`src/rtl/i2c_regmap_pkg.sv`:
```
// Shared types and constants for the I2C register-map controller.
package i2c_regmap_pkg;

    localparam int DATA_W = 8;

    // Byte returned on a tx request that is not part of a register read
    localparam logic [DATA_W-1:0] IDLE_TX_BYTE = 8'hFF;

    typedef enum logic [1:0] {
        ST_IDLE       = 2'd0,
        ST_GET_PTR    = 2'd1,
        ST_WRITE_DATA = 2'd2,
        ST_READ_DATA  = 2'd3
    } state_e;

endpackage

```
`src/rtl/regmap_regfile.sv`:
```
// Register storage: I2C write port (wins over core on the same index),
// core write port, combinational core read, registered tx read port.
module regmap_regfile
    import i2c_regmap_pkg::*;
#(
    parameter int                NUM_REGS  = 16,
    parameter int                PTR_W     = 4,
    parameter logic [DATA_W-1:0] RESET_VAL = 8'h00
) (
    input  logic              clock,
    input  logic              reset,
    input  logic              i2c_we,
    input  logic [PTR_W-1:0]  i2c_addr,
    input  logic [DATA_W-1:0] i2c_wdata,
    input  logic              core_we,
    input  logic [PTR_W-1:0]  core_addr,
    input  logic [DATA_W-1:0] core_wdata,
    output logic [DATA_W-1:0] core_rdata,
    input  logic              rd_req,
    input  logic              rd_en,
    input  logic [PTR_W-1:0]  rd_addr,
    output logic              tx_valid,
    output logic [DATA_W-1:0] tx_data
);

    logic [NUM_REGS-1:0][DATA_W-1:0] regs_q, regs_d;
    logic                            tx_valid_q, tx_valid_d;
    logic [DATA_W-1:0]               tx_data_q, tx_data_d;

    // Next register contents; I2C write applied last so it wins a same-index collision
    always_comb begin
        regs_d = regs_q;
        if (core_we) regs_d[core_addr] = core_wdata;
        if (i2c_we)  regs_d[i2c_addr]  = i2c_wdata;
    end

    // tx byte sampled from next-state storage so same-cycle writes are visible
    always_comb begin
        tx_valid_d = rd_req;
        tx_data_d  = tx_data_q;
        if (rd_req) tx_data_d = rd_en ? regs_d[rd_addr] : IDLE_TX_BYTE;
    end

    // Storage and tx output registers
    always_ff @(posedge clock or posedge reset) begin
        if (reset) begin
            regs_q     <= {NUM_REGS{RESET_VAL}};
            tx_valid_q <= 1'b0;
            tx_data_q  <= IDLE_TX_BYTE;
        end else begin
            regs_q     <= regs_d;
            tx_valid_q <= tx_valid_d;
            tx_data_q  <= tx_data_d;
        end
    end

    assign core_rdata = regs_q[core_addr];
    assign tx_valid   = tx_valid_q;
    assign tx_data    = tx_data_q;

endmodule

```
`src/rtl/i2c_regmap_ctrl.sv`:
```
// I2C byte-stream to register-map sequencer: pointer byte, auto-increment
// writes and reads, plus a local core access port.
// Optional: define I2C_REGMAP_RO_PROTECT_EN to make RO_MASK registers
// read-only from the I2C side.
module i2c_regmap_ctrl
    import i2c_regmap_pkg::*;
#(
    parameter int                  NUM_REGS  = 16,
    parameter logic [DATA_W-1:0]   RESET_VAL = 8'h00,
    parameter logic [NUM_REGS-1:0] RO_MASK   = '0,
    localparam int                 PTR_W     = $clog2(NUM_REGS)
) (
    input  logic              clock,
    input  logic              reset,
    input  logic              bus_start,
    input  logic              bus_dir,
    input  logic              bus_stop,
    input  logic              rx_valid,
    input  logic [7:0]        rx_data,
    input  logic              tx_req,
    output logic              tx_valid,
    output logic [7:0]        tx_data,
    input  logic [PTR_W-1:0]  core_addr,
    output logic [7:0]        core_rdata,
    input  logic              core_we,
    input  logic [7:0]        core_wdata,
    output logic              wr_strobe,
    output logic [PTR_W-1:0]  wr_addr,
    output logic              busy,
    output logic [PTR_W-1:0]  ptr
);

    state_e             state_q, state_d;
    logic [PTR_W-1:0]   ptr_q, ptr_d;
    logic               wr_strobe_q, wr_strobe_d;
    logic [PTR_W-1:0]   wr_addr_q, wr_addr_d;
    logic               bus_evt;
    logic               ro_block;
    logic               i2c_we;
    logic               rd_en;

    // A START/STOP cycle swallows any byte event in the same cycle
    assign bus_evt = bus_start | bus_stop;

`ifdef I2C_REGMAP_RO_PROTECT_EN
    assign ro_block = RO_MASK[ptr_q];
`else
    logic unused_ro_mask;
    assign unused_ro_mask = ^RO_MASK;
    assign ro_block       = 1'b0;
`endif

    assign i2c_we = (state_q == ST_WRITE_DATA) && rx_valid && !bus_evt && !ro_block;
    assign rd_en  = (state_q == ST_READ_DATA) && !bus_evt;

    // Next-state, pointer and write-strobe logic
    always_comb begin
        state_d     = state_q;
        ptr_d       = ptr_q;
        wr_strobe_d = i2c_we;
        wr_addr_d   = i2c_we ? ptr_q : wr_addr_q;
        if (bus_start) begin
            state_d = bus_dir ? ST_READ_DATA : ST_GET_PTR;
        end else if (bus_stop) begin
            state_d = ST_IDLE;
        end else begin
            case (state_q)
                ST_GET_PTR: if (rx_valid) begin
                    ptr_d   = rx_data[PTR_W-1:0];
                    state_d = ST_WRITE_DATA;
                end
                // Pointer advances even when a read-only write is dropped
                ST_WRITE_DATA: if (rx_valid) ptr_d = ptr_q + PTR_W'(1);
                ST_READ_DATA:  if (tx_req)   ptr_d = ptr_q + PTR_W'(1);
                default: ;
            endcase
        end
    end

    // Controller state registers
    always_ff @(posedge clock or posedge reset) begin
        if (reset) begin
            state_q     <= ST_IDLE;
            ptr_q       <= '0;
            wr_strobe_q <= 1'b0;
            wr_addr_q   <= '0;
        end else begin
            state_q     <= state_d;
            ptr_q       <= ptr_d;
            wr_strobe_q <= wr_strobe_d;
            wr_addr_q   <= wr_addr_d;
        end
    end

    regmap_regfile #(
        .NUM_REGS  (NUM_REGS),
        .PTR_W     (PTR_W),
        .RESET_VAL (RESET_VAL)
    ) u_regfile (
        .clock      (clock),
        .reset      (reset),
        .i2c_we     (i2c_we),
        .i2c_addr   (ptr_q),
        .i2c_wdata  (rx_data),
        .core_we    (core_we),
        .core_addr  (core_addr),
        .core_wdata (core_wdata),
        .core_rdata (core_rdata),
        .rd_req     (tx_req),
        .rd_en      (rd_en),
        .rd_addr    (ptr_q),
        .tx_valid   (tx_valid),
        .tx_data    (tx_data)
    );

    assign wr_strobe = wr_strobe_q;
    assign wr_addr   = wr_addr_q;
    assign busy      = (state_q != ST_IDLE);
    assign ptr       = ptr_q;

endmodule

```
`config.mk`:
```
export PLATFORM = sky130hd
export DESIGN_NAME = i2c_regmap_ctrl
export DESIGN_NICKNAME = d
export VERILOG_FILES = /design/src/rtl/i2c_regmap_pkg.sv /design/src/rtl/regmap_regfile.sv /design/src/rtl/i2c_regmap_ctrl.sv
export SDC_FILE = /design/constraint.sdc
export NUM_CORES = 1
export LEC_CHECK = 0
export BUFFER_PORTS_ARGS = -buffer_cell sky130_fd_sc_hd__buf_2
export CAP_MARGIN = 20
export CORE_ASPECT_RATIO = 1.4
export CORE_MARGIN = 2
export CORE_UTILIZATION = 30
export CTS_CLUSTER_SIZE = 28
export DETAILED_ROUTE_END_ITERATION = 16
export PLACE_DENSITY = 0.43
export SLEW_MARGIN = 20
export SYNTH_ARGS = -nofsm -noshare
export SYNTH_HDL_FRONTEND = slang
export SYNTH_SLANG_ARGS = --single-unit
```
`constraint.sdc`:
```
create_clock -name clock -period 6 [get_ports clock]
set_input_delay 0.3 -clock clock [delete_from_list [all_inputs] [get_ports clock]]
set_output_delay 0.3 -clock clock [all_outputs]
set_load 0.03 [all_outputs]
```
Yosys cells after proc, flatten, opt, wreduce, memory -nomap -nowiden
Cells that the tools add are included.
{"block": "op_classes", "add_sub_neg": 1, "order_cmp": 4, "eq_ne": 6, "muxes": 22, "bitwise_logic": 3, "n_reduce_logical": 12}
{"cell": "bitwise mux 128 bit", "count": 2}
{"cell": "two-way mux 128 bit", "count": 2}
{"cell": "binary-select mux 8 bit (select 4 bit)", "count": 2}
{"cell": "demux 8 bit (select 4 bit)", "count": 2}
{"cell": "two-way mux 8 bit", "count": 5}
{"cell": "two-way mux 4 bit", "count": 3}
{"cell": "one-hot mux 4 bit (3 select lines)", "count": 1}
{"cell": "less-than comparator 4 x 5 -> 1 bit, second input constant", "count": 2}
{"cell": "two-way mux 2 bit", "count": 5}
{"cell": "nonzero test 3 bit", "count": 3}
{"cell": ">= comparator 4 x 1 -> 1 bit, second input constant", "count": 2}
{"cell": "inequality test 2 bit, second input constant", "count": 3}
{"cell": "AND reduction 6 bit", "count": 1}
{"cell": "logical AND 1 bit", "count": 5}
{"cell": "adder 4 x 1 -> 4 bit, second input constant", "count": 1}
{"cell": "== test 2 bit, second input constant", "count": 2}
{"cell": "== test 2 x 1 -> 1 bit, second input constant", "count": 1}
{"cell": "NOT 1 bit", "count": 2}
{"cell": "AND reduction 2 bit", "count": 1}
{"cell": "nonzero test 2 bit", "count": 1}
{"cell": "zero test 1 bit", "count": 1}
{"cell": "OR 1 bit", "count": 1}
{"block": "word_totals", "ff_bits": 148, "input_bits": 28, "output_inout_bits": 27, "word_cells": 70}

Depth between registers and ports, before layout
Gate-level depths: netlist of run 1.
{"block": "depth", "depth_word": 11, "depth_mapped": 11, "depth_no_buf": 8}

Hierarchy
From an unflattened synthesis of run 1, not the netlist that was laid out.
{"block": "unflattened", "hier_cells": 1085, "area_unflattened_um2": 9698.1}
{"module": "regmap_regfile", "n_inst": 1, "cells_each": 1034, "area_each_um2": 9135.0, "seq_area_each_um2": 3438.3}
{"module": "i2c_regmap_ctrl", "n_inst": 1, "cells_each": 51, "area_each_um2": 563.0, "seq_area_each_um2": 275.3}

Worst setup path after synthesis of run 1
No wires, ideal clock.
{"block": "synth_timing", "kind": "register to register", "startpoint": "register ptr_q[0], in the netlist ptr[0]", "endpoint": "register u_regfile.tx_data_q[1], in the netlist u_regfile.tx_data[1]", "setup_time_ns": 0.103, "arrival_time_ns": 2.493, "t_required_ns": 5.897, "setup_slack_ns": 3.404, "path_stages_with_launch": 12, "n_path_buf": 4, "synth_period_minus_slack_ns": 2.596, "cell_sequence": "dfrtp_1 > clkbuf_1 > inv_1 > ha_1 > nand2b_1 > or2_1 > clkbuf_1 > buf_2 > buf_1 > a211oi_1 > nor4_1 > a41oi_1"}
{"block": "synth_via", "elab_chain_cells": 9, "word_cells_on_any_way": 10, "classes_between": "2 x order compare; 7 x mux; 1 x reduce/logical"}
{"element": "from (decl)", "line_no": "i2c_regmap_ctrl.sv:34", "text": "logic [PTR_W-1:0] ptr_q, ptr_d;"}
{"element": "from (signal assigned)", "line_no": "i2c_regmap_ctrl.sv:89", "text": "ptr_q <= ptr_d;"}
{"element": "less-than comparator 4 x 5 -> 1 bit (not written as such) or >= comparator 4 x 1 -> 1 bit (tied branches)", "line_no": "regmap_regfile.sv:34", "text": "if (i2c_we) regs_d[i2c_addr] = i2c_wdata;"}
{"element": "logical AND 1 bit (not written as such)", "line_no": "regmap_regfile.sv:34"}
{"element": "two-way mux 8 bit (not written as such)", "line_no": "regmap_regfile.sv:34"}
{"element": "demux 8 bit (select 4 bit)"}
{"element": "bitwise mux 128 bit", "line_no": "regmap_regfile.sv:34"}
{"element": "two-way mux 128 bit", "line_no": "regmap_regfile.sv:34"}
{"element": "binary-select mux 8 bit (select 4 bit) (*)", "line_no": "regmap_regfile.sv:41", "text": "if (rd_req) tx_data_d = rd_en ? regs_d[rd_addr] : IDLE_TX_BYTE;"}
{"element": "two-way mux 8 bit (not written as such) (*)", "line_no": "regmap_regfile.sv:41"}
{"element": "two-way mux 8 bit (*)", "line_no": "regmap_regfile.sv:41"}
{"element": "to (signal assigned)", "line_no": "regmap_regfile.sv:53", "text": "tx_data_q <= tx_data_d;"}
{"element": "to (decl)", "line_no": "regmap_regfile.sv:28", "text": "logic [DATA_W-1:0] tx_data_q, tx_data_d;"}
Every way passes the cells marked *; elsewhere a longest branch is shown, timed or not. The select of a mux whose other input is x is not followed.
A chain may end at the register's enable or synchronous reset.

Worst setup path in the final report of run 1
{"block": "layout_timing", "startpoint": "register state_q[1]", "endpoint": "register u_regfile.tx_data_q[0], in the netlist u_regfile.tx_data[0]"}
{"block": "layout_via", "elab_chain_cells": 7, "word_cells_on_any_way": 9, "classes_between": "2 x eq/ne; 4 x mux; 3 x reduce/logical"}
{"element": "from (decl)", "line_no": "i2c_regmap_ctrl.sv:33", "text": "state_e state_q, state_d;"}
{"element": "from (signal assigned)", "line_no": "i2c_regmap_ctrl.sv:88", "text": "state_q <= state_d;"}
{"element": "== test 2 bit", "line_no": "i2c_regmap_ctrl.sv:53", "text": "assign i2c_we = (state_q == ST_WRITE_DATA) && rx_valid && !bus_evt && !ro_block;"}
{"element": "logical AND 1 bit (2 in a row)", "line_no": "i2c_regmap_ctrl.sv:53"}
{"element": "two-way mux 128 bit", "line_no": "regmap_regfile.sv:34"}
{"element": "binary-select mux 8 bit (select 4 bit)", "line_no": "regmap_regfile.sv:41"}
{"element": "two-way mux 8 bit (not written as such)", "line_no": "regmap_regfile.sv:41"}
{"element": "two-way mux 8 bit (*)", "line_no": "regmap_regfile.sv:41"}
Marks and branches as above.

==> results of run 1 <==
-- how the worst max path moves through the flow --
stage	endpoint	cells after the start
4_1_cts	u_regfile.tx_data[0]	7
2_1_floorplan	ptr[0]	1
3_3_place_gp	u_regfile.tx_data[7]	7
3_5_place_dp	u_regfile.tx_data[7]	7
6_report	u_regfile.tx_data[0]	7
5_1_grt	u_regfile.tx_data[0]	6
-- stage by stage --
| step | cell area [sq um] | cells |
|---|---|---|
| floorplan | 9880 | 1097 |
| global placement | 10300 | 1487 |
| detailed placement | 10300 | 1487 |
| CTS | 11000 | 1519 |
| global route | 11000 | 1519 |
| finish | 11000 | 1519 |
-- registers in the layout, summed over array words and instances, names as in the netlist --
register and count:
u_regfile.regs_q 128, u_regfile.tx_data 8, ptr 4, wr_addr 4, state_q 2, u_regfile.tx_valid 1, wr_strobe 1
-- report_power, final --
| part | switching (mW) | leakage [nW] | total, mW | internal (mW) |
|---|---|---|---|---|
| logic | 0.763 | 1.92 | 1.22 | 0.455 |
| registers | 0.208 | 1.85 | 1.45 | 1.24 |
| clock network | 0.487 | 0.311 | 1.24 | 0.758 |
-- per-layer routing --
metal / GRT usage (%) / part of all wire (%)
met4: 14.3 / 5.0
met5: 0 / 0
met1: 34.4 / 39
met2: 43.6 / 49
met3: 4.48 / 7.2
-- kinds of logic (layout without fill, tap and decap cells) --
kind of cell | after synthesis | count (layout) | share of synthesized area [%]
flip-flops | 148 | 148 | 37.6
AND/OR/NAND/NOR | 370 | 370 | 19.1
multiplexers | 52 | 52 | 10.4
adder cells (fa/ha/maj) | 4 | 4 | 0.507
AO/OA/AOI/OAI | 387 | 387 | 26.4
buffers and inverters | 136 | 118 | 6.06
-- cell type report --
type	count	area [sq um]
clock buffer	19	453
clock inverter	13	204
fill	3424	21400
inverter	18	72.6
multi-input combinational	813	5600
sequential	148	3710
tap	440	551
timing repair buffer	68	378
-- critical path, stage by stage, from the launching register on --
cell and delay [ps]:
dfrtp_1 600, nand4bb_1 570, or2_1 630, buf_4 310, a31oi_1 140, or4_1 480
a221oi_1 360, a41oi_1 180
-- placed cells by master (no fill, tap or decap), types with 7 or more instances in the layout --
| cell type | netlist | final |
|---|---|---|
| dfrtp_1 | 140 | 140 |
| nor2_1 | 116 | 115 |
| nand2_1 | 98 | 98 |
| o21ai_0 | 86 | 86 |
| a21oi_1 | 65 | 65 |
| buf_2 | 28 | 53 |
| a22oi_1 | 52 | 52 |
| a211oi_1 | 48 | 48 |
| a31oi_1 | 45 | 45 |
| mux4_2 | 40 | 40 |
| nor3_1 | 26 | 24 |
| nand3_1 | 19 | 19 |
| a221oi_1 | 18 | 18 |
| inv_1 | 18 | 17 |
| clkbuf_16 | 0 | 17 |
| buf_4 | 2 | 15 |
| nand2b_1 | 14 | 14 |
| and2_1 | 10 | 10 |
| nor4_1 | 10 | 10 |
| or2_1 | 9 | 9 |
| a41oi_1 | 9 | 9 |
| dfstp_2 | 8 | 8 |
| nor3_2 | 5 | 7 |
| o21ai_1 | 7 | 7 |
==> Flow_metrics.wiki, run 1 <==
{| class="wikitable"
! Metric !! Value
|-
| Worst setup slack before clock tree synthesis || 2350 ps
|-
| Upper clock frequency limit || 296 MHz
|-
| Area leader, netlist || dfrtp_1
|-
| Mean number of vias per cell || approximately 6.3
|-
| Cts hold-fix bufs || 0
|-
| Cells resized by post-CTS repair || 0
|-
| Crit-path max FO || 21
|-
| TNS Setup || 0 ps
|-
| Setup skew after layout || ~9.0 ps
|-
| Category of the critical setup timing path || register to register
|-
| Average detailed-routed wire length per instance || 29.7 um
|-
| Max Cap Violations || 0
|-
| Total global-route track usage || roughly 27%
|-
| Most used standard cells in the synthesized netlist || 140 x dfrtp_1, 116 x nor2_1, 98 x nand2_1
|-
| Number of standard-cell rows in the floorplan || 78
|-
| Vias in the first global route || 9,279
|-
| Capturing element type of the critical path || register
|-
| Count of TritonRoute iterations in the first routing pass || 5
|-
| Sequential area share after synthesis || 37.6%
|-
| Mean post-synth cell area || ~9.0 sq um
|-
| Global-route wire length before repair || 66.3 mm
|-
| Overflow left after global routing || 0
|-
| Top cell type's share of synthesized area || between 30% and 40%
|-
| Boundary pin count || 55
|-
| Master cell of the clock root buffer || clkbuf_16
|-
| Required arrival time at the worst endpoint || 6380 ps
|-
| Share of flip-flops with an asynchronous set or reset after synthesis || 100%
|-
| Routed via count || 9,532
|-
| Startpoint kind of the worst setup timing path || register
|-
| Hold Vio Cnt, Final || 0
|-
| Main area contributors after synthesis || dfrtp_1 35%, mux4_2 9.1%, nor2_1 4.4%, o21ai_0 4.4%, a22oi_1 4.0%
|-
| Synth Register Bits || 148
|-
| RD Place Congestion || 0.968
|-
| Synthesized cell area || 9880 sq um
|-
| Worst path setup slack after routing || around 2600 ps
|-
| Antenna diode count || 0
|-
| DRC violation total after the first TritonRoute iteration || 1,238
|-
| Ys Warns || 0
|-
| Worst hold-check path type || input pin to async pin
|-
| TritonCTS clock tree || built
|-
| Post-route DRC violation count || 0
|-
| Most common cell in the netlist || dfrtp_1
|-
| Worst flop-to-flop path endpoint || u_regfile.tx_data[0]
|-
| Max_slew headroom || 31.8%
|-
| Largest voltage drop on the vdd net || 0.168 mV
|-
| Layout cell share with drive strength beyond 1 || 18.3%
|-
| RSZ-0062 raised after global routing || false
|-
| Number of routed nets with antenna violations || 0
|-
| EDFF count, synth || 0
|-
| Outcome || completed
|-
| Final Net Count || between 1,000 and 1,500
|-
| Post-route core utilization || about a third
|-
| H-tree level count || 4
|-
| Reg2Reg Launch Point || state_q[1]
|-
| Design Power || 3.91 mW
|-
| Cells after synthesis || roughly 1,100
|-
| Period Utilization, post-route || a little under three fifths
|-
| P&R area growth vs syn || 11.0%
|-
| Largest net degree at the start of global routing || 90
|-
| Core Footprint || 32,400 sq um
|-
| Total die area || approximately 34,000 sq um
|-
| Effective utilization at floorplan || 30.5%
|-
| Setup fix buffers added after clock tree synthesis || 0
|-
| Critical Path Source || state_q[1]
|-
| Number of cells traversed by the worst register-to-register path || 7
|-
| Post-synthesis net count || 1,129
|-
| Sinks on Clock Net || 148
|-
| Power Density || roughly 360 nW/um^2
|-
| Dpl hpwl || 32.7 mm
|-
| Worst slack on hold paths || 24.9 ps
|-
| Horiz. Die Dim || 157 um
|-
| R2r setup slk || about 2600 ps
|-
| Number of buffers added by the clock tree synthesis step || 17
|-
| Time the final worst path needs with I/O delays and setup || 3380 ps
|-
| DIE HEIGHT || ~220 um
|-
| Pins over their slew limit || 0
|-
| Post-synth cell types || between 80 and 90
|-
| PortBufs || 54
|-
| Antenna violations before repair || 0
|-
| Most instantiated flip-flop cell in the synthesis netlist || dfrtp_1
|-
| Clock edge transition at the registers on the reported setup and hold paths || 70 ps
|-
| Data arrival time at the worst-slack endpoint || 3760 ps
|-
| Clock Tree Buf Depth || 2
|-
| Pleak || 4.08 nW
|-
| WL final || 45.2 mm
|-
| Actual slew at the worst max-slew pin || 1020 ps
|-
| Worst-skew pair later-pin latency || 470 ps
|-
| Setup-failing EPs final || 0
|}
No activity file was read; power rests on OpenSTA's default activity.
==> run 2, diff against run 1 <==
- ABC_AREA: default -> 1
- PLACE_DENSITY: 0.43 -> 0.45
- clock period: 6 -> 2.9 ns (I/O delays scaled with it)
==> run 2 against run 1 <==
- sequential share of layout area decreased by 2.9 points
- sequential cell count did not move
- non-clock buffer count is 77 higher
- die area rose by 2.1%
- clock power is 93% higher
- largest cell class unchanged
- largest power group is now combinational logic
==> Flow_metrics.wiki, run 2 <==
{| class="wikitable"
! Metric !! Value
|-
| Total global-route track usage || 28.8%
|-
| Number of flip-flops under the largest register name || roughly 130
|-
| TNS Setup || 0 ps
|-
| PortBufs || 54
|-
| Cells along the critical path || buf_4 -> ha_1 -> inv_1 -> nor2_1 -> nand2_2 -> inv_1 -> nand2_1 -> nand3_1 -> nand3_1 -> nand3_1 -> nand3_1 -> nor2_1 -> nor2_1
|-
| Period Utilization, post-route || 90.4%
|-
| Worst stage delay on the critical path || 360 ps
|-
| Gate power share || 39.6%
|-
| Startpoint kind of the worst setup timing path || register
|-
| Top register by number of flip-flops || u_regfile.regs_q
|-
| Antenna violations before repair || 0
|-
| Power spent charging and discharging nets || between 3 and 4 mW
|-
| Max_slew headroom || around a third
|-
| Most used cell along the critical path || nand3_1
|-
| Number of buffers added by the clock tree synthesis step || 17
|-
| RSZ-0062 raised after global routing || false
|-
| Mean number of vias per cell || 5.37
|-
| Layout cell share with drive strength beyond 1 || 12.5%
|-
| Sequential area share after synthesis || 36.8%
|-
| Hold Vio Cnt, Final || 0
|-
| Largest voltage drop on the vdd net || 0.346 mV
|-
| Cell-internal power || 5.01 mW
|-
| H-tree level count || 4
|-
| R2r setup slk || roughly 280 ps
|-
| DRC violation total after the first TritonRoute iteration || 1,022
|-
| WL final || between 50 and 60 mm
|-
| Most common cell in the netlist || nand2_1
|-
| Final Net Count || approximately 1,700
|-
| Outcome || completed
|-
| Ys Warns || 0
|-
| Sinks on Clock Net || 148
|-
| Overflow left after global routing || 0
|-
| Dpl hpwl || 35.6 mm
|-
| TritonCTS clock tree || built
|-
| Horiz. Die Dim || 159 um
|-
| Antenna diode count || 0
|-
| Largest net degree at the start of global routing || 68
|-
| Most used standard cells in the synthesized netlist || 662 x nand2_1, 348 x nand3_1, 140 x dfrtp_1
|-
| Total die area || 35,100 sq um
|-
| Synthesized cell area || 10,100 sq um
|-
| Crit-path max FO || 11
|-
| Number of routed nets with antenna violations || 0
|-
| Time the final worst path needs with I/O delays and setup || ~2600 ps
|-
| Post-synthesis net count || 1,622
|-
| Sink of the worst hold path || state_q[1]
|-
| Share of flip-flops with an asynchronous set or reset after synthesis || 100%
|-
| Worst slack on hold paths || around 52 ps
|-
| Number of standard-cell rows in the floorplan || 79
|-
| Number of cells traversed by the worst register-to-register path || 13
|-
| Setup skew after layout || 7.81 ps
|-
| Routed via count || around 11,000
|-
| Pleak || 6.16 nW
|-
| Mean post-synth cell area || approximately 6.3 sq um
|-
| Worst flop-to-flop path endpoint || u_regfile.tx_data[7]
|-
| Most common library cell in the layout ignoring fill and taps || nand2_1
|-
| Area leader, netlist || dfrtp_1
|-
| Worst path slowest cell || dfrtp_1
|-
| Top cell type's share of synthesized area || 34.7%
|-
| Max Cap Violations || 0
|-
| Synth Register Bits || 148
|-
| Cells after synthesis || 1,590
|-
| Actual slew at the worst max-slew pin || ~980 ps
|-
| Main area contributors after synthesis || dfrtp_1 35%, nand2_1 25%, nand3_1 17%, inv_1 4.2%, nand4_1 2.5%
|-
| Switching part of the total || 42.0%
|-
| Min-delay src || bus_stop
|-
| Most frequent cells in the layout || 662 x nand2_1, 348 x nand3_1, 139 x dfrtp_1
|-
| Clock edge transition at the registers on the reported setup and hold paths || 70 ps
|-
| Worst hold-check path type || input pin to register
|-
| Effective utilization at floorplan || 30.4%
|-
| Data arrival time at the worst-slack endpoint || 3010 ps
|-
| Vias in the first global route || 11,400
|-
| DIE HEIGHT || 221 um
|-
| Worst-skew pair later-pin latency || 460 ps
|-
| Required arrival time at the worst endpoint || 3290 ps
|-
| Upper clock frequency limit || roughly 380 MHz
|-
| Category of the critical setup timing path || register to register
|-
| RD Place Congestion || about 0.95
|-
| Hold path cells || 4
|-
| EDFF count, synth || 0
|-
| Boundary pin count || 55
|-
| Proportion of power drawn by the clock network || 27.6%
|-
| Pins over their slew limit || 0
|-
| Core Footprint || 33,200 sq um
|-
| Master cell of the clock root buffer || clkbuf_16
|-
| P&R area growth vs syn || 18.9%
|-
| Average detailed-routed wire length per instance || 23.5 um
|-
| Power Density || 721 nW/um^2
|-
| Clock Tree Buf Depth || 2
|-
| Capturing element type of the critical path || register
|-
| Count of TritonRoute iterations in the first routing pass || 5
|-
| Most instantiated flip-flop cell in the synthesis netlist || dfrtp_1
|-
| Sequential power share || 32.7%
|-
| Post-route DRC violation count || 0
|-
| Setup-failing EPs final || 0
|-
| Global-route wire length before repair || 74.6 mm
|-
| Post-synth cell types || 30
|-
| Setup fix buffers added after clock tree synthesis || 0
|-
| Reg2Reg Launch Point || ptr[1]
|}
[run 2: cell count changes after synthesis, moves of 24 or more]
| cell | previous run | this run |
|---|---|---|
| a211oi_1 | 48 | 0 |
| a21oi_1 | 65 | 5 |
| a22oi_1 | 52 | 24 |
| a31oi_1 | 45 | 2 |
| clkbuf_1 | 74 | 50 |
| inv_1 | 18 | 114 |
| mux4_2 | 40 | 0 |
| nand2_1 | 98 | 662 |
| nand3_1 | 19 | 348 |
| nand4_1 | 5 | 40 |
| nor2_1 | 116 | 48 |
| nor3_1 | 26 | 2 |
| o21ai_0 | 86 | 50 |
[run 2: worst max-delay path by stage]
stage	startpoint	endpoint	slack [ps]
5_1_grt	ptr[1]	u_regfile.tx_data[7]	100
3_3_place_gp	ptr[1]	u_regfile.tx_data[2]	250
4_1_cts	ptr[1]	u_regfile.tx_data[4]	310
2_1_floorplan	ptr[0]	u_regfile.tx_data[3]	220
3_5_place_dp	ptr[1]	u_regfile.tx_data[4]	330
6_report	ptr[1]	u_regfile.tx_data[7]	280
[run 2: kinds of logic (layout without fill, tap and decap cells)]
group / after synthesis / count (layout) / share of synthesized area, %
AND/OR/NAND/NOR: 1131 / 1131 / 48.6
XOR/XNOR: 1 / 1 / 0.0869
buffers and inverters: 200 / 298 / 7.77
AO/OA/AOI/OAI: 106 / 106 / 6.20
adder cells (fa/ha/maj): 4 / 4 / 0.496
flip-flops: 148 / 148 / 36.8
[run 2: critical path: cells and delay by family (launching register included)]
family        cells  cell delay (ps)
buf+inv           3              680
simple gates      9             1250
flops             1              360
fa+ha+maj         1              240
[run 2: metal layers]
| layer | track usage (%) | share of wire [%] | wire length [um] | up-vias |
|---|---|---|---|---|
| met3 | 4.91 | 5.7 | 2850 | 152 |
| met5 | 0 | 0 | 0 | - |
| met2 | 48.4 | 48 | 24200 | 469 |
| met1 | 34.0 | 39 | 19700 | 5441 |
| li1 | - | - | - | 5383 |
| met4 | 18.0 | 6.7 | 3340 | 0 |
[run 2: timing repair]
item                                   4_1_cts  5_1_grt
endpoints found under the hold margin       25        0
resized for setup                            0        1
hold buffers                                 4        0
setup endpoints to repair                    0        1
[run 2: per-stage QoR]
| step | worst slack [ps] | std cells | instance area, sq um | util (%) | power [mW] |
|---|---|---|---|---|---|
| after global routing | 102 | 2133 | 12000 | 36.1 | 9.15 |
| after CTS | 306 | 2133 | 12000 | 36.1 | 8.65 |
| final | 279 | 2133 | 12000 | 36.1 | 8.64 |
| after global placement | 254 | 2097 | 11300 | 34.2 | 6.26 |
| after floorplan | 223 | 1590 | 10100 | - | 4.96 |
| after detailed placement | 327 | 2097 | 11300 | 34.2 | 6.24 |
[run 2: layout make-up]
cell class	instances	area [sq um]
fill	3750	21200
multi-input combinational	1242	5600
sequential	148	3710
timing repair buffer	145	1060
tap	445	557
clock buffer	23	478
inverter	121	458
clock inverter	9	126
[run 2: power groups by stage]
stage	Combinational (mW)	Clock (mW)	Sequential [mW]
final	3.42	2.39	2.83
after global routing	3.76	2.51	2.88
after global placement	3.40	0	2.86
after floorplan	2.08	0	2.88
after detailed placement	3.39	0	2.86
after CTS	3.40	2.43	2.82
==> run 3, diff against run 2 <==
- REMOVE_ABC_BUFFERS: default -> 1
==> run 3 against run 2 <==
- via count decreased by 0.14%
- sequential share of layout area up 0.74 points
- hold slack gained 3.2 ps
- clock skew decreased by 0.76 ps
- fmax rose by 1.1%
- register-to-register slack better by 30 ps
- combinational power fell by 3%
- core utilization is 0.84 points lower
==> Flow_metrics.wiki, run 3 (synthesis results as in run 2) <==
{| class="wikitable"
! Metric !! Value
|-
| Outcome || completed
|-
| Average detailed-routed wire length per instance || 23.7 um
|-
| Worst hold-check path type || input pin to register
|-
| Time the final worst path needs with I/O delays and setup || 2590 ps
|-
| Overflow left after global routing || 0
|-
| Hold Vio Cnt, Final || 0
|-
| Sequential standard cell area || roughly 3700 sq um
|-
| Max Cap Violations || 0
|-
| Master cell of the clock root buffer || clkbuf_16
|-
| Min-delay src || bus_stop
|-
| Total die area || 35,100 sq um
|-
| Required arrival time at the worst endpoint || 3290 ps
|-
| Number of standard-cell rows in the floorplan || 79
|-
| Data arrival time at the worst-slack endpoint || between 2000 and 3000 ps
|-
| Total global-route track usage || 28.3%
|-
| Setup skew after layout || 7.04 ps
|-
| Most frequent cells in the layout || 662 x nand2_1, 348 x nand3_1, 139 x dfrtp_1
|-
| Max_slew headroom || between 50% and 60%
|-
| Global-route wire length before repair || 73.1 mm
|-
| R2r setup slk || 310 ps
|-
| WL final || 49.9 mm
|-
| Clock edge transition at the registers on the reported setup and hold paths || roughly 60 ps
|-
| Worst flop-to-flop path endpoint || u_regfile.tx_data[6]
|-
| Vias in the first global route || roughly 11,000
|-
| Horiz. Die Dim || about 160 um
|-
| Upper clock frequency limit || 386 MHz
|-
| Dpl hpwl || 35.5 mm
|-
| Combined area of the multi-input logic cells || between 5000 and 6000 sq um
|-
| Antenna violations before repair || 0
|-
| PortBufs || 54
|-
| Post-route DRC violation count || 0
|-
| Startpoint kind of the worst setup timing path || register
|-
| Count of TritonRoute iterations in the first routing pass || 9
|-
| Setup fix buffers added after clock tree synthesis || 0
|-
| Number of routed nets with antenna violations || 0
|-
| Power Density || roughly 730 nW/um^2
|-
| Final Net Count || roughly 1,700
|-
| Largest net degree at the start of global routing || 63
|-
| TritonCTS clock tree || built
|-
| Mean number of vias per cell || 5.42
|-
| Actual slew at the worst max-slew pin || 711 ps
|-
| Worst slack on hold paths || 55.6 ps
|-
| Reg2Reg Launch Point || ptr[1]
|-
| Routed via count || about 11,000
|-
| Sinks on Clock Net || 148
|-
| Cts hold-fix bufs || 4
|-
| Top register by number of flip-flops || u_regfile.regs_q
|-
| Fill cell total of the finished layout || ~3,700
|-
| Clock Tree Buf Depth || 2
|-
| P&R area growth vs syn || 16.2%
|-
| Pleak || around 6 nW
|-
| Setup-failing EPs final || 0
|-
| Worst stage delay on the critical path || 560 ps
|-
| Sink of the worst hold path || state_q[1]
|-
| Most used cell along the critical path || nor2_1
|-
| Cells resized by post-CTS repair || 0
|-
| Largest voltage drop on the vdd net || between 0.2 and 0.3 mV
|-
| Boundary pin count || between 50 and 60
|-
| Core Footprint || 33,200 sq um
|-
| Cell count after placement || 2,071
|-
| Worst-skew pair later-pin latency || 460 ps
|-
| Effective utilization at floorplan || 30.4%
|-
| H-tree level count || 4
|-
| Number of cells traversed by the worst register-to-register path || 14
|-
| Period Utilization, post-route || roughly nine tenths
|-
| Worst path slowest cell || nor2_1
|-
| DRC violation total after the first TritonRoute iteration || 1,126
|-
| Number of buffers added by the clock tree synthesis step || 17
|-
| Hold path cells || 4
|-
| Category of the critical setup timing path || register to register
|-
| Final Instance Count excl. Fillers || about 2,100
|-
| TNS Setup || 0 ps
|-
| RD Place Congestion || approximately 0.95
|-
| Most common library cell in the layout ignoring fill and taps || nand2_1
|-
| Antenna diode count || 0
|-
| Crit-path max FO || 11
|-
| Pins over their slew limit || 0
|-
| Number of flip-flops under the largest register name || between 100 and 150
|-
| Cells along the critical path || buf_4 -> ha_1 -> inv_1 -> nor2_1 -> inv_1 -> nor2_1 -> nand2_1 -> nand3_1 -> nand3_1 -> nand2_1 -> nand2_1 -> nand3_1 -> nor2_1 -> nor2_1
|-
| DIE HEIGHT || 221 um
|-
| RSZ-0062 raised after global routing || false
|-
| Capturing element type of the critical path || register
|-
| Layout cell share with drive strength beyond 1 || 10.7%
|}
run 3: changes by cell type in the layout (fill, tap and decap cells not counted), sizes merged:
cell,delta
clkinvlp,-2
inv,+1
clkinv,-2
buf,-26
clkbuf,+3
run 3: where the power goes:
| part | internal (mW) | total [mW] | leakage [nW] | switching [mW] |
|---|---|---|---|---|
| Combinational | 0.985 | 3.33 | 3.95 | 2.35 |
| Sequential | 2.57 | 2.84 | 1.78 | 0.269 |
| Clock | 1.37 | 2.34 | 0.280 | 0.970 |
run 3: stage by stage:
| stage | setup WS (ps) | area (sq um) | utilization [%] | total power, mW |
|---|---|---|---|---|
| global route | 126 | 11700 | 35.3 | 9.02 |
| detailed placement | 386 | 11100 | 33.4 | 6.14 |
| global placement | 387 | 11100 | 33.4 | 6.15 |
| floorplan | -1210 | 9760 | - | 4.84 |
| CTS | 335 | 11700 | 35.3 | 8.50 |
| finish | 307 | 11700 | 35.3 | 8.51 |
run 3: worst max path at each step:
stage                 from                    to  slack (ps)  cells past startpoint
floorplan            reset                ptr[0]       -1210                      1
global placement    ptr[1]  u_regfile.tx_data[0]         390                     13
detailed placement  ptr[1]  u_regfile.tx_data[6]         390                     14
CTS                 ptr[1]  u_regfile.tx_data[6]         340                     14
global route        ptr[1]  u_regfile.tx_data[6]         130                     14
finish              ptr[1]  u_regfile.tx_data[6]         310                     14
run 3: area by class of cell:
class | instances | share of cell area, %
multi-input combinational | 1242 | 47.7
sequential | 148 | 31.7
timing repair buffer | 119 | 6.99
tap | 445 | 4.75
clock buffer | 26 | 4.01
inverter | 121 | 3.92
clock inverter | 6 | 0.897
run 3: routing by layer:
layer  vias to the layer above  wire, um  global-route usage [%]  part of all wire, %
met5                         -         0                       0                    0
met4                         0      2700                    15.7                  5.4
met3                       122      3620                    4.63                  7.3
met2                       565     23600                    46.4                   47
met1                      5420     20000                    35.4                   40
li1                       5322         -                       -                    -
run 3: worst max-delay path: cells and delay by family (launching register included):
family / cells / cell delay (ps)
adder cells (fa/ha/maj): 1 / 200
AND/OR/NAND/NOR: 10 / 1600
buffers and inverters: 3 / 360
flip-flops: 1 / 350
